[src/rtl/uart_rx_pkg.sv]
// Shared definitions for the UART receive sampler.
// Holds the default counter widths, the prescale floor and reset value,
// the idle level of the serial line and the 3-input majority vote.
package uart_rx_pkg;

  localparam int DEF_PRESCALE_WIDTH = 5;
  localparam int DEF_BIT_CNT_WIDTH  = 4;

  // Smallest legal oversampling ratio; also the prescale register's reset value.
  localparam int MIN_PRESCALE = 8;
  localparam int PRESCALE_RST = MIN_PRESCALE;

  // A UART line idles high (mark).
  localparam logic IDLE_LEVEL = 1'b1;

  function automatic logic majority3(input logic a, input logic b, input logic c);
    return (a & b) | (a & c) | (b & c);
  endfunction

endpackage

[src/rtl/uart_rx_sync2.sv]
// Two-flop synchronizer for the asynchronous serial input.
// Both flops reset to the line's idle level, so a reset never looks like a
// start bit.  The module is compiled only when UART_RX_SYNC_EN is defined,
// because it is instantiated only in that build.
// Ports:
//   clk  - receiver clock
//   rst  - asynchronous active-high reset
//   d    - raw serial line
//   q    - line resynchronised to clk, two cycles late
`ifdef UART_RX_SYNC_EN
module uart_rx_sync2
  import uart_rx_pkg::*;
(
  input  logic clk,
  input  logic rst,
  input  logic d,
  output logic q
);

  logic sync_p0;
  logic sync_p1;

  always_ff @(posedge clk or posedge rst) begin
    if (rst) begin
      sync_p0 <= IDLE_LEVEL;
      sync_p1 <= IDLE_LEVEL;
    end else begin
      sync_p0 <= d;
      sync_p1 <= sync_p0;
    end
  end

  assign q = sync_p1;

endmodule
`endif

[src/rtl/uart_rx_sampler.sv]
// UART receiver front-end: oversampling edge counter, bit counter and a
// three-sample majority vote around mid-bit.  One decided bit is produced
// per bit period together with a one-cycle valid strobe.
//
// Build option: UART_RX_SYNC_EN.  When defined, RX_IN passes through a
// two-flop synchronizer (uart_rx_sync2) and every sample point sees the pin
// two cycles late; the counters are not affected.  When undefined, RX_IN is
// used directly and must already be synchronous to CLK.
//
// Ports:
//   CLK          - receiver clock at the oversampling rate
//   RST          - asynchronous active-high reset
//   RX_IN        - serial line, idles high
//   Cnt_En       - runs the edge and bit counters while high
//   Dat_Samp_En  - enables sampling and voting
//   Prescale     - oversampling ratio (even, 8 .. 2^PRESCALE_WIDTH-2)
//   Edge_Cnt     - position within the current bit, 0 .. P-1
//   Bit_Cnt      - bit index within the frame, saturating
//   Sampled_Bit  - majority-voted bit value
//   Samp_Valid   - one-cycle strobe, Sampled_Bit was updated on this edge
module uart_rx_sampler
  import uart_rx_pkg::*;
#(
  parameter int PRESCALE_WIDTH = DEF_PRESCALE_WIDTH,
  parameter int BIT_CNT_WIDTH  = DEF_BIT_CNT_WIDTH
) (
  input  logic                      CLK,
  input  logic                      RST,
  input  logic                      RX_IN,
  input  logic                      Cnt_En,
  input  logic                      Dat_Samp_En,
  input  logic [PRESCALE_WIDTH-1:0] Prescale,
  output logic [PRESCALE_WIDTH-1:0] Edge_Cnt,
  output logic [BIT_CNT_WIDTH-1:0]  Bit_Cnt,
  output logic                      Sampled_Bit,
  output logic                      Samp_Valid
);

  localparam logic [PRESCALE_WIDTH-1:0] ONE   = PRESCALE_WIDTH'(1);
  localparam logic [PRESCALE_WIDTH-1:0] P_RST = PRESCALE_WIDTH'(PRESCALE_RST);
  localparam logic [BIT_CNT_WIDTH-1:0]  B_MAX = '1;

  logic                      line;
  logic                      run;
  logic                      counting;
  logic                      wrap;
  logic [PRESCALE_WIDTH-1:0] p_reg;
  logic [PRESCALE_WIDTH-1:0] half;
  logic [PRESCALE_WIDTH-1:0] half_m1;
  logic [PRESCALE_WIDTH-1:0] half_p1;
  logic [PRESCALE_WIDTH-1:0] p_m1;
  logic                      s0;
  logic                      s1;

`ifdef UART_RX_SYNC_EN
  uart_rx_sync2 u_sync (
    .clk (CLK),
    .rst (RST),
    .d   (RX_IN),
    .q   (line)
  );
`else
  assign line = RX_IN;
`endif

  // run remembers that Cnt_En was already high on the previous edge, so the
  // first enabled edge parks Edge_Cnt at 0 and counting starts on the next.
  always_comb begin
    half     = p_reg >> 1;
    half_m1  = half - ONE;
    half_p1  = half + ONE;
    p_m1     = p_reg - ONE;
    counting = Cnt_En & run;
    wrap     = counting && (Edge_Cnt == p_m1);
  end

  // Stage: prescale register and counters
  always_ff @(posedge CLK or posedge RST) begin
    if (RST) begin
      run      <= 1'b0;
      p_reg    <= P_RST;
      Edge_Cnt <= '0;
      Bit_Cnt  <= '0;
    end else begin
      run <= Cnt_En;
      // The ratio is frozen for the whole frame so a mid-frame change of
      // Prescale cannot skew the bit timing.
      if (!Cnt_En) begin
        p_reg <= Prescale;
      end
      if (!counting) begin
        Edge_Cnt <= '0;
      end else if (wrap) begin
        Edge_Cnt <= '0;
      end else begin
        Edge_Cnt <= Edge_Cnt + ONE;
      end
      // Clearing on !Cnt_En takes priority over a coincident wrap.
      if (!Cnt_En) begin
        Bit_Cnt <= '0;
      end else if (wrap && (Bit_Cnt != B_MAX)) begin
        Bit_Cnt <= Bit_Cnt + 1'b1;
      end
    end
  end

  // Stage: mid-bit samples and majority vote
  always_ff @(posedge CLK or posedge RST) begin
    if (RST) begin
      s0          <= IDLE_LEVEL;
      s1          <= IDLE_LEVEL;
      Sampled_Bit <= IDLE_LEVEL;
      Samp_Valid  <= 1'b0;
    end else begin
      Samp_Valid <= 1'b0;
      if (Dat_Samp_En) begin
        if (Edge_Cnt == half_m1) begin
          s0 <= line;
        end
        if (Edge_Cnt == half) begin
          s1 <= line;
        end
        // The third sample is the live line, so the decision is ready one
        // cycle after the last capture and stable while Edge_Cnt == H+2.
        if (Edge_Cnt == half_p1) begin
          Sampled_Bit <= majority3(s0, s1, line);
          Samp_Valid  <= 1'b1;
        end
      end
    end
  end

endmodule
[config.mk]
export PLATFORM = sky130hd
export DESIGN_NAME = uart_rx_sampler
export DESIGN_NICKNAME = d
export VERILOG_FILES = /design/src/rtl/uart_rx_pkg.sv /design/src/rtl/uart_rx_sync2.sv /design/src/rtl/uart_rx_sampler.sv
export SDC_FILE = /design/constraint.sdc
export NUM_CORES = 1
export LEC_CHECK = 0
export CAP_MARGIN = 40
export CORE_MARGIN = 2
export CORE_UTILIZATION = 46
export CTS_CLUSTER_DIAMETER = 100
export CTS_CLUSTER_SIZE = 40
export DETAILED_ROUTE_END_ITERATION = 16
export GPL_TIMING_DRIVEN = 0
export PLACE_DENSITY = 0.82
export SETUP_SLACK_MARGIN = 0.5
export SYNTH_ARGS = -nofsm -noshare
export SYNTH_HDL_FRONTEND = slang
export SYNTH_SLANG_ARGS = --single-unit
[constraint.sdc]
create_clock -name CLK -period 2.07 [get_ports CLK]
set_input_delay 0.414 -clock CLK [delete_from_list [all_inputs] [get_ports CLK]]
set_output_delay 0.414 -clock CLK [all_outputs]
set_load 0.1 [all_outputs]
After elaboration in Yosys (flattened, before gate mapping)
Cells that the tools add are included.

word-level totals
  register bits after elaboration = 19
  output and inout port bits = 11

cells by class
  add/subtract/negate cells = 5
  eq/ne operators = 6
  mux-type cells = 6
  bitwise logic cells = 6
  reduce and logical (&&, ||, !) cells = 5

operators by type and width
  cell                 number
  $eq 5x5->1           3
  $mux 5               2
  $mux 4               2
  $reduce_and 2->1     3
  $add 4x1->5 const B  1
  $add 5x1->5 const B  1
  $eq 5x4->1           1
  $sub 4x1->5 const B  1
  $sub 5x1->5 const B  1
  $add 4x1->4 const B  1
  $and 1x1->1          4
  $ne 4x4->1 const B   1
  $logic_and 1x1->1    2
  $mux 1               2
  $ne 2x1->1 const B   1
  $or 1x1->1           2

Logic depth before layout (Yosys ltp)
Gate-level depths: netlist of the first run.

  depth after elaboration = 6
  depth in mapped cells = 8
  mapped depth without buffers = 7

Worst setup path after synthesis of the first run
No wires, ideal clock.

  path kind = register -> register
  start point = register Edge_Cnt[4]
  end point = register Bit_Cnt[3]
  library setup time = 0.077 ns
  arrival time = 2.351 ns
  required time = 1.993 ns
  setup slack = -0.359 ns
  stages on the path, launching flop included = 7
  buffers on the path = 1
  period minus slack after synthesis = 2.429 ns
  cell sequence = dfrtp_1 > clkbuf_1 > xor2_1 > a211oi_2 > o311ai_2 > or4_1 > a21oi_1

on the way
  longest elaborated chain between the ends = 4

RTL lines
  what                    RTL line                RTL
  start, declared         uart_rx_sampler.sv:33   output logic [PRESCALE_WIDTH-1:0] Edge_Cnt,
  start signal, assigned  uart_rx_sampler.sv:96   Edge_Cnt <= Edge_Cnt + ONE;
  $eq 5x5->1              uart_rx_sampler.sv:74   wrap = counting && (Edge_Cnt == p_m1);
  $logic_and 1x1->1       uart_rx_sampler.sv:74
  $logic_and 1x1->1       uart_rx_sampler.sv:101  end else if (wrap && (Bit_Cnt != B_MAX)) begin
  $ne 2x1->1 (no line)    n/a
  end signal, assigned    uart_rx_sampler.sv:102  Bit_Cnt <= Bit_Cnt + 1'b1;
  end, declared           uart_rx_sampler.sv:34   output logic [BIT_CNT_WIDTH-1:0] Bit_Cnt,

Every way passes these cells.
A chain may end at the register's enable or synchronous reset.

Worst setup path after layout of the first run
  start point = register p_reg[1]
  end point = register Bit_Cnt[2]

on the way
  longest elaborated chain between the ends = 5

RTL lines
  what                    RTL line                RTL
  start, declared         uart_rx_sampler.sv:47   logic [PRESCALE_WIDTH-1:0] p_reg;
  start signal, assigned  uart_rx_sampler.sv:89   p_reg <= Prescale;
  $sub 5x1->5             uart_rx_sampler.sv:72   p_m1 = p_reg - ONE;
  $eq 5x5->1              uart_rx_sampler.sv:74
  $logic_and 1x1->1       uart_rx_sampler.sv:74
  $logic_and 1x1->1       uart_rx_sampler.sv:101
  $ne 2x1->1 (no line)    n/a

Every way passes these cells.

==> impl_metrics.ini, run 1 <==
[worst_setup_path]
crit_required_ns = 2.32
criticalPathCategory = reg -> reg
worst_setup_path_start_kind = flop
arrival_ns = 2.29
end_kind = flop
worstPathMaxFanout = 4
reg2regPathDepth = 7
worstReg2RegStart = p_reg[1]
timing.rr.end = Bit_Cnt[2]
reg2reg_slack_ns = 0.03

[grt]
grt_max_degree = 20
grt_pass1_vias = 1120
antenna_found_initial = 0
met2_usage_pct = 44.64
top_usage_layer = met2
grt_pass1_wl_mm = 5.168
overflow = 0
grtUsageMet3_pct = 3.825
track_usage_pct = 25.27
grt_util_met1_pct = 27.63

[die]
die_w_um = 54.89
io_pins = 21
chipHeight_um = 54.89
core-area_mm2 = 0.002455
start_util_pct = 48.52
die_area_mm2 = 0.003012
num_rows = 18

[yosys]
syn_area_per_cell_um2 = 10.64
syn_nets = 128
synth_edf_count = 0
ys_top_cells_by_count = dfrtp_1 (15), xnor2_1 (12), mux2_2 (8), inv_1 (7), nor2_1 (7)
synth_area_mm2 = 0.001191
synth-compound-area-share_pct = 7.563
yosys.area.top_type_share_pct = 31.51
ys_types = 33
ys_warn_count = 0
synth_most_common_cell = dfrtp_1
yosysTopAreaCell = dfrtp_1
yosysSeqAreaShare_pct = 40.34
netlist_instances = 112
synth_xor_area_share_pct = 13.24
synthMuxAreaShare_pct = 9.244
ys_ff_latch = 19
synthFlopType = dfrtp_1
synth-simple-area-share_pct = 17.12
async_reset_ff_share_pct = 100.0
yosys-top-cells-area = dfrtp_1 (32%), dfstp_2 (8.8%), xnor2_1 (8.8%)
synth_top_family_by_area = simple AND/OR/NAND/NOR gates
synth_fa_ha_area_share_pct = 7.143

[run]
maxCapViolCount = 0

[sta]
tns_ns = 0
maxSlewViolCount = 0
period_minus_slack_ns = 2.042
hold_viol = 0
fin_crit_sh_pct = 98.66
fmax_ghz = 0.4897
setup_viol = 0
worst_clock_skew_ns = 0.01072
tightest_slew_ns = 0.7045
rsz0062_at_grt = yes
hold_ws_ns = 0.4994
slew_headroom_pct = 52.98

[cells_and_area]
fin_nets = 183
drive_gt1_share_pct = 55.42
fin_util_pct = 81.75
finalNonFillerCells = 196
diodes = 0
area_growth_pct = 68.49

[route]
vias_per_cell = 5.566
drtIter0Drc = 25
wirelength_mm = 3.621
vias = 1091
drt_pass1_iterations = 4
drc = 0
ant_nets = 0
wl_per_cell_um = 18.47

[place]
port-buffer-count = 20
hpwl_mm = 2.032
place_congestion = 0.8752
dp_cells = 173

[clock_network]
cts_tree = built
clockBufferDepth = 2
cts-root-buf = clkbuf_4
clkTransAtPathRegs_ns = 0.11
cts_hold_buf = 0
cts_buffers = 3
clock_latency_ns = 0.31
cts.sinks = 19
htreeDepth = 1

[power]
ir_drop_mv = 0.6103
power.density_mw_per_mm2 = 594.7
finalPower_uw = 1194
p_leak_uw = 0.0008490

[worst_hold_path]
hp-class = in -> async

[status]
outcome = finished clean
## worst max-delay path: stages, from the launching register on
cell and delay (ns):
dfrtp_2 0.46, inv_4 0.10, ha_4 0.20, xnor2_1 0.14, a211oi_2 0.27, o311ai_4 0.21
or4_4 0.46, a21oi_2 0.14
## kinds of logic after synthesis
| family | after synthesis |
|---|---|
| mux | 10 |
| flops | 19 |
| xor+xnor | 18 |
| fa+ha+maj | 7 |
| compound gates | 11 |
| buf+inv | 12 |
| simple gates | 35 |
## area by class of cell
cell class / instances / area (um^2)
clock buffer: 4 / 26.28
tap: 30 / 37.54
timing repair buffer: 50 / 539.3
sequential: 19 / 496.7
fill: 130 / 447.9
inverter: 7 / 28.78
multi-input combinational: 81 / 822.0
buffer: 5 / 56.30
## worst max path at each step
stage                     depth (start not counted)    endpoint        start  slack, ns
after floorplan                                   6  Bit_Cnt[3]  Edge_Cnt[4]       0.05
after global placement                            8  Bit_Cnt[3]     p_reg[2]       0.02
after detailed placement                          7  Bit_Cnt[3]     p_reg[1]      -0.08
after CTS                                         7  Bit_Cnt[2]     p_reg[1]       0.12
after global routing                              7  Bit_Cnt[2]     p_reg[1]     -0.005
final                                             7  Bit_Cnt[2]     p_reg[1]       0.03
## stage by stage
step / instance area, um^2 / worst slack (ns)
after CTS: 1921 / 0.1172
after detailed placement: 1639 / -0.08493
after global placement: 1474 / 0.01679
after global routing: 2007 / -0.005042
final: 2007 / 0.02779
after floorplan: 1236 / 0.05337
## what timing repair did
item,in CTS,in global routing
endpoints found under the setup margin,23,22
buffers inserted,17,2
gates resized for setup,61,22
pin swaps,11,7
## cell usage in the layout, fill, tap and decap left out, types with 5 or more instances in the layout
| cell type | n |
|---|---|
| buf_4 | 16 |
| nor2_1 | 6 |
| mux2_2 | 6 |
| buf_12 | 11 |
| xor2_1 | 5 |
| xnor2_1 | 6 |
| dfrtp_1 | 6 |
| buf_2 | 6 |
| dfrtp_2 | 7 |
| nand2_1 | 5 |
| nand3_1 | 5 |
| clkdlybuf4s50_1 | 9 |
| buf_6 | 6 |
## where the power goes
group | leakage [uW] | internal, uW | switching, uW
Sequential | 0.000225 | 437 | 38.3
Clock | 0.0000150 | 75.5 | 117
Combinational | 0.000609 | 252 | 274
Total | 0.000849 | 765 | 429
## per-layer routing
metal  wire (um)  vias up
met4          95        0
met2        2046       33
met1        1339      555
met5           0        -
met3         139        9
li1            -      494
Power figures use the tool's default switching activity.
==> inputs of run 2 (changes only) <==
--- a/config.mk
+++ b/config.mk
@@ -7,13 +7,15 @@
 export LEC_CHECK = 0
 export CAP_MARGIN = 40
 export CORE_MARGIN = 2
-export CORE_UTILIZATION = 46
+export CORE_UTILIZATION = 55
 export CTS_CLUSTER_DIAMETER = 100
 export CTS_CLUSTER_SIZE = 40
 export DETAILED_ROUTE_END_ITERATION = 16
+export DONT_BUFFER_PORTS = 1
 export GPL_TIMING_DRIVEN = 0
-export PLACE_DENSITY = 0.82
+export PLACE_DENSITY = 0.81
 export SETUP_SLACK_MARGIN = 0.5
 export SYNTH_ARGS = -nofsm -noshare
 export SYNTH_HDL_FRONTEND = slang
+export SYNTH_HIERARCHICAL = 1
 export SYNTH_SLANG_ARGS = --single-unit
==> run 2 against run 1 <==
Net effect:
- worst hold slack got worse by 0.39 ns
- largest power group is now registers
- via count down 22%
- synthesized cell count stayed put
- setup slack got worse by 0.13 ns
- final cell count is 22% lower
- the flow now finishes with violations (setup timing)
- clock skew decreased by 0.0061 ns
- sequential share of layout area grew 7.7 points
- core utilization is 4.3 points lower
==> impl_metrics.ini, run 2 <==
[yosys]
synth_xor_area_share_pct = 13.24
netlist_instances = 112
syn_nets = 128
synth_area_mm2 = 0.001191
syn_area_per_cell_um2 = 10.64
synth_edf_count = 0
synth_top_family_by_area = simple AND/OR/NAND/NOR gates
ys_warn_count = 6
ys_top_cells_by_count = dfrtp_1 (15), xnor2_1 (12), mux2_2 (8), inv_1 (7), nor2_1 (7)
yosysTopAreaCell = dfrtp_1
ys_ff_latch = 19
synth-compound-area-share_pct = 7.563
synthFlopType = dfrtp_1
synth_fa_ha_area_share_pct = 7.143
yosys-top-cells-area = dfrtp_1 (32%), dfstp_2 (8.8%), xnor2_1 (8.8%)
synth_most_common_cell = dfrtp_1
async_reset_ff_share_pct = 100.0
ys_types = 33
synth-simple-area-share_pct = 17.12
synthMuxAreaShare_pct = 9.244
yosysSeqAreaShare_pct = 40.34
yosys.area.top_type_share_pct = 31.51

[die]
chipHeight_um = 50.54
start_util_pct = 59.50
core-area_mm2 = 0.002002
num_rows = 16
die_w_um = 50.54
io_pins = 21
die_area_mm2 = 0.002554

[sta]
maxSlewViolCount = 0
setup_viol = 4
period_minus_slack_ns = 2.173
rsz0062_at_grt = yes
hold_viol = 0
worst_clock_skew_ns = 0.004646
layout_setup_ws_ns = -0.1030
fin_crit_sh_pct = 105.0
fmax_ghz = 0.4602
tightest_slew_ns = 0.7144
slew_headroom_pct = 52.32

[grt]
grt_max_degree = 20
grt_pass1_wl_mm = 4.036
grt_pass1_vias = 882
track_usage_pct = 21.04
antenna_found_initial = 0
overflow = 0

[route]
wirelength_mm = 2.574
vias_per_cell = 5.582
drt_pass1_iterations = 4
ant_nets = 0
drtIter0Drc = 6
wl_per_cell_um = 16.82
drc = 0
vias = 854

[clock_network]
cts_tree = built
clockBufferDepth = 2
cts_buffers = 3
clock_latency_ns = 0.30
clkTransAtPathRegs_ns = 0.11
cts_hold_buf = 0
cts.sinks = 19
cts-root-buf = clkbuf_4
htreeDepth = 1

[worst_setup_path]
reg2regPathDepth = 6
criticalPathCategory = reg -> reg
reg2reg_slack_ns = -0.10
arrival_ns = 2.40
worst_setup_path_start_kind = flop
crit_required_ns = 2.29
timing.rr.end = Bit_Cnt[2]
worstPathMaxFanout = 4
worstReg2RegStart = Edge_Cnt[4]
end_kind = flop

[cells_and_area]
final_cell_mix = xnor2_1 (10), buf_4 (7)
fin_nets = 143
drive_gt1_share_pct = 45.24
diodes = 0
area_growth_pct = 30.15
final_common_cell = xnor2_1
num-fill-cells = 117
fin_area_mm2 = 0.001550

[power]
ir_drop_mv = 0.6951
finalPower_uw = 1024
power.density_mw_per_mm2 = 660.5
p_leak_uw = 0.0006108

[place]
place_area_mm2 = 0.001325
port-buffer-count = 0
hpwl_mm = 1.650
place_congestion = 0.7766

[status]
violations = setup timing
outcome = finished with violations

[worst_hold_path]
hp-class = in -> async

[run]
maxCapViolCount = 0
-- run 2: worst max path at each step --
| stage | from | endpoint | slack (ns) | cells after the start |
|---|---|---|---|---|
| 2_1_floorplan | Edge_Cnt[4] | Bit_Cnt[3] | 0.05 | 6 |
| 3_3_place_gp | Edge_Cnt[4] | Bit_Cnt[3] | -0.05 | 6 |
| 3_5_place_dp | Edge_Cnt[4] | Bit_Cnt[3] | -0.08 | 6 |
| 4_1_cts | Edge_Cnt[4] | Bit_Cnt[2] | -0.11 | 6 |
| 5_1_grt | p_reg[2] | Bit_Cnt[2] | -0.17 | 8 |
| 6_report | Edge_Cnt[4] | Bit_Cnt[2] | -0.10 | 6 |
-- run 2: layer usage --
metal | GRT usage [%] | vias to the layer above | share of wire [%]
li1 | - | 414 | -
met1 | 26.69 | 418 | 43
met2 | 36.40 | 16 | 52
met3 | 3.571 | 6 | 3.7
met4 | 6.757 | 0 | 1.2
met5 | 0 | - | 0
-- run 2: metrics by stage --
step                utilization (%)  cells  TNS (ns)  setup slack [ns]  hold slack (ns)
finish                        77.44    153   -0.2083           -0.1030           0.1060
global route                  77.44    153    -1.036           -0.1716           0.1212
CTS                           71.81    149   -0.1945           -0.1091           0.1239
detailed placement            66.19    141  -0.08325          -0.07622           0.4457
global placement              63.44    139  -0.05161          -0.05161           0.4381
floorplan                         -    112         0           0.05337           0.3619
-- run 2: cell families after synthesis --
kind of cell	count (synthesis)
xor+xnor	18
simple gates	35
buf+inv	12
mux	10
compound gates	11
fa+ha+maj	7
flops	19
-- run 2: worst max-delay path, stage by stage (launching register included) --
cell       delay [ns]
dfrtp_4          0.64
clkbuf_16        0.21
xor2_4           0.15
a211oi_2         0.32
o311ai_4         0.18
or4_4            0.44
a21oi_1          0.15
-- run 2: cell type report --
| class | count | area, um^2 | area share, % |
|---|---|---|---|
| clock inverter | 1 | 5.005 | 0.3228 |
| multi-input combinational | 81 | 769.5 | 49.64 |
| tap | 27 | 33.78 | 2.179 |
| sequential | 19 | 503.0 | 32.45 |
| inverter | 7 | 26.28 | 1.695 |
| buffer | 5 | 71.32 | 4.600 |
| timing repair buffer | 10 | 118.9 | 7.667 |
| clock buffer | 3 | 22.52 | 1.453 |
-- run 2: where the power goes --
part	internal (uW)	total (uW)	switching (uW)
Combinational	135	253	118
Sequential	445	584	139
Clock	72.0	187	115
Total	652	1020	372
-- run 2: repair_timing --
action                     in CTS  in global routing
setup buffers                   4                  4
pin swaps                       2                  8
gates cloned                    0                  0
setup endpoints to repair      15                 13
gates resized for setup        10                 15
==> inputs of run 3 (changes only) <==
--- a/config.mk
+++ b/config.mk
@@ -14,7 +14,9 @@
 export DONT_BUFFER_PORTS = 1
 export GPL_TIMING_DRIVEN = 0
 export PLACE_DENSITY = 0.81
+export REMOVE_ABC_BUFFERS = 1
 export SETUP_SLACK_MARGIN = 0.5
+export SLEW_MARGIN = 20
 export SYNTH_ARGS = -nofsm -noshare
 export SYNTH_HDL_FRONTEND = slang
 export SYNTH_HIERARCHICAL = 1
==> run 3 against run 2 <==
Net effect:
- the flow still finishes with violations (setup timing)
- sequential cell count unchanged
- via count is 14% higher
- maximum frequency shrank 1.4%
- final cell count up 5.9%
- worst hold slack got worse by 0.016 ns
- count of clock-buffer cells in the layout stayed put
- clock skew increased by 0.0041 ns
- critical path depth down 1
- clock power up 11%
- first-iteration DRC count increased to 2.8 times the previous value
- setup slack got worse by 0.030 ns
- critical endpoint is now Bit_Cnt[3]
==> impl_metrics.ini, run 3 (synthesis gave the netlist of run 2 again) <==
[route]
wl_met1_mm = 1.265
wl_per_cell_um = 20.75
ant_nets = 0
top_layer = met4
vias_per_cell = 6.006
drtIter0Drc = 17
vias = 973
wl_met3_um = 156
route.met2.wl_mm = 1.817
drt_pass1_iterations = 4
drc = 0
wirelength_mm = 3.361

[worst_setup_path]
crit_required_ns = 2.32
criticalPathCategory = reg -> reg
worst_setup_path_start_kind = flop
worstPathMaxFanout = 8
worstReg2RegStart = Edge_Cnt[2]
arrival_ns = 2.46
startpoint = Edge_Cnt[2]
end_kind = flop

[grt]
antenna_found_initial = 0
track_usage_pct = 28.39
overflow = 0
grt_max_degree = 20
grt_pass1_wl_mm = 5.244
grt_pass1_vias = 1103

[clock_network]
clock_latency_ns = 0.31
clockBufferDepth = 2
htreeDepth = 1
cts_buffers = 3
cts.sinks = 19
cts-root-buf = clkbuf_4
cts_tree = built
clkTransAtPathRegs_ns = 0.13

[cells_and_area]
fin_nets = 152
final_cell_mix = dfrtp_1 (10), xnor2_1 (9), mux2_2 (7), buf_16 (7)
final_common_cell = dfrtp_1
fin_util_pct = 82.50
drive_gt1_share_pct = 44.44
diodes = 0
area_growth_pct = 38.66

[die]
io_pins = 21
num_rows = 16
core-area_mm2 = 0.002002
chipHeight_um = 50.54
die_area_mm2 = 0.002554
die_w_um = 50.54
start_util_pct = 59.50

[sta]
tightest_slew_ns = 0.8714
layout_setup_ws_ns = -0.1329
fin_crit_sh_pct = 106.4
setup_viol = 2
fmax_ghz = 0.4539
hold_viol = 0
hold_ws_ns = 0.08987
rsz0062_at_grt = yes
slew_headroom_pct = 41.95
worst_clock_skew_ns = 0.008709
maxSlewViolCount = 0
period_minus_slack_ns = 2.203

[place]
place_congestion = 0.7503
pre_cts_slack_ns = -0.1464
port-buffer-count = 0
hpwl_mm = 1.825

[worst_hold_path]
hp-class = in -> async

[run]
maxCapViolCount = 0

[status]
outcome = finished with violations
violations = setup timing

[power]
ir_drop_mv = 0.5326
power.density_mw_per_mm2 = 648.8
p_leak_uw = 0.0006683
## run 3: changes by cell type in the layout (fill, tap and decap cells not counted), sizes merged
| cell | change |
|---|---|
| buf | +11 |
| clkbuf | -2 |
## run 3: per-layer routing
metal / vias up / GRT usage [%]
li1: 434 / -
met1: 489 / 31.84
met2: 36 / 51.54
met3: 14 / 7.143
met4: 0 / 10.36
met5: - / 0
## run 3: cell type report
class                   instances  area [um^2]
multi-input cells              81        762.0
fillers                       108        350.3
flip-flops and latches         19        489.2
clock buffers                   3        22.52
inverters                       7        26.28
repair buffers                 24        312.8
clock inverters                 1        5.005
well taps                      27        33.78
## run 3: where the power goes
part           switching (uW)  internal, uW
clock                     136          72.2
combinational             151           152
sequential                122           438
## run 3: worst paths after layout
check	to	slack, ns	cells after the start
min in group CLK	run	0.11	0
min	Bit_Cnt[2]	0.09	1
max	Bit_Cnt[3]	-0.13	5
max in group asynchronous	Edge_Cnt[2]	1.44	1
min reg2reg	Bit_Cnt[0]	0.62	2
max reg2reg	Bit_Cnt[3]	-0.13	5
## run 3: timing repair
item | 4_1_cts | 5_1_grt
setup endpoints to repair | 15 | 17
gates resized for setup | 20 | 9
pin swaps | 6 | 1
hold buffers | 0 | 0
buffers inserted | 8 | 0
## run 3: critical path, cell delays in order (launching register included)
cell and delay [ns]:
dfrtp_4 0.70, nand4bb_1 0.25, a211oi_2 0.31, o311ai_2 0.19, or4_1 0.53, a21oi_1 0.16
## run 3: per-stage QoR
stage / area (um^2) / std cells / setup TNS (ns) / power (uW)
floorplan: 1154 / 107 / -1.257 / 723.0
global placement: 1187 / 134 / -3.440 / 747.8
detailed placement: 1444 / 150 / -0.1998 / 780.8
CTS: 1605 / 162 / 0 / 1027
global route: 1652 / 162 / -0.2691 / 1113
finish: 1652 / 162 / -0.1891 / 1072
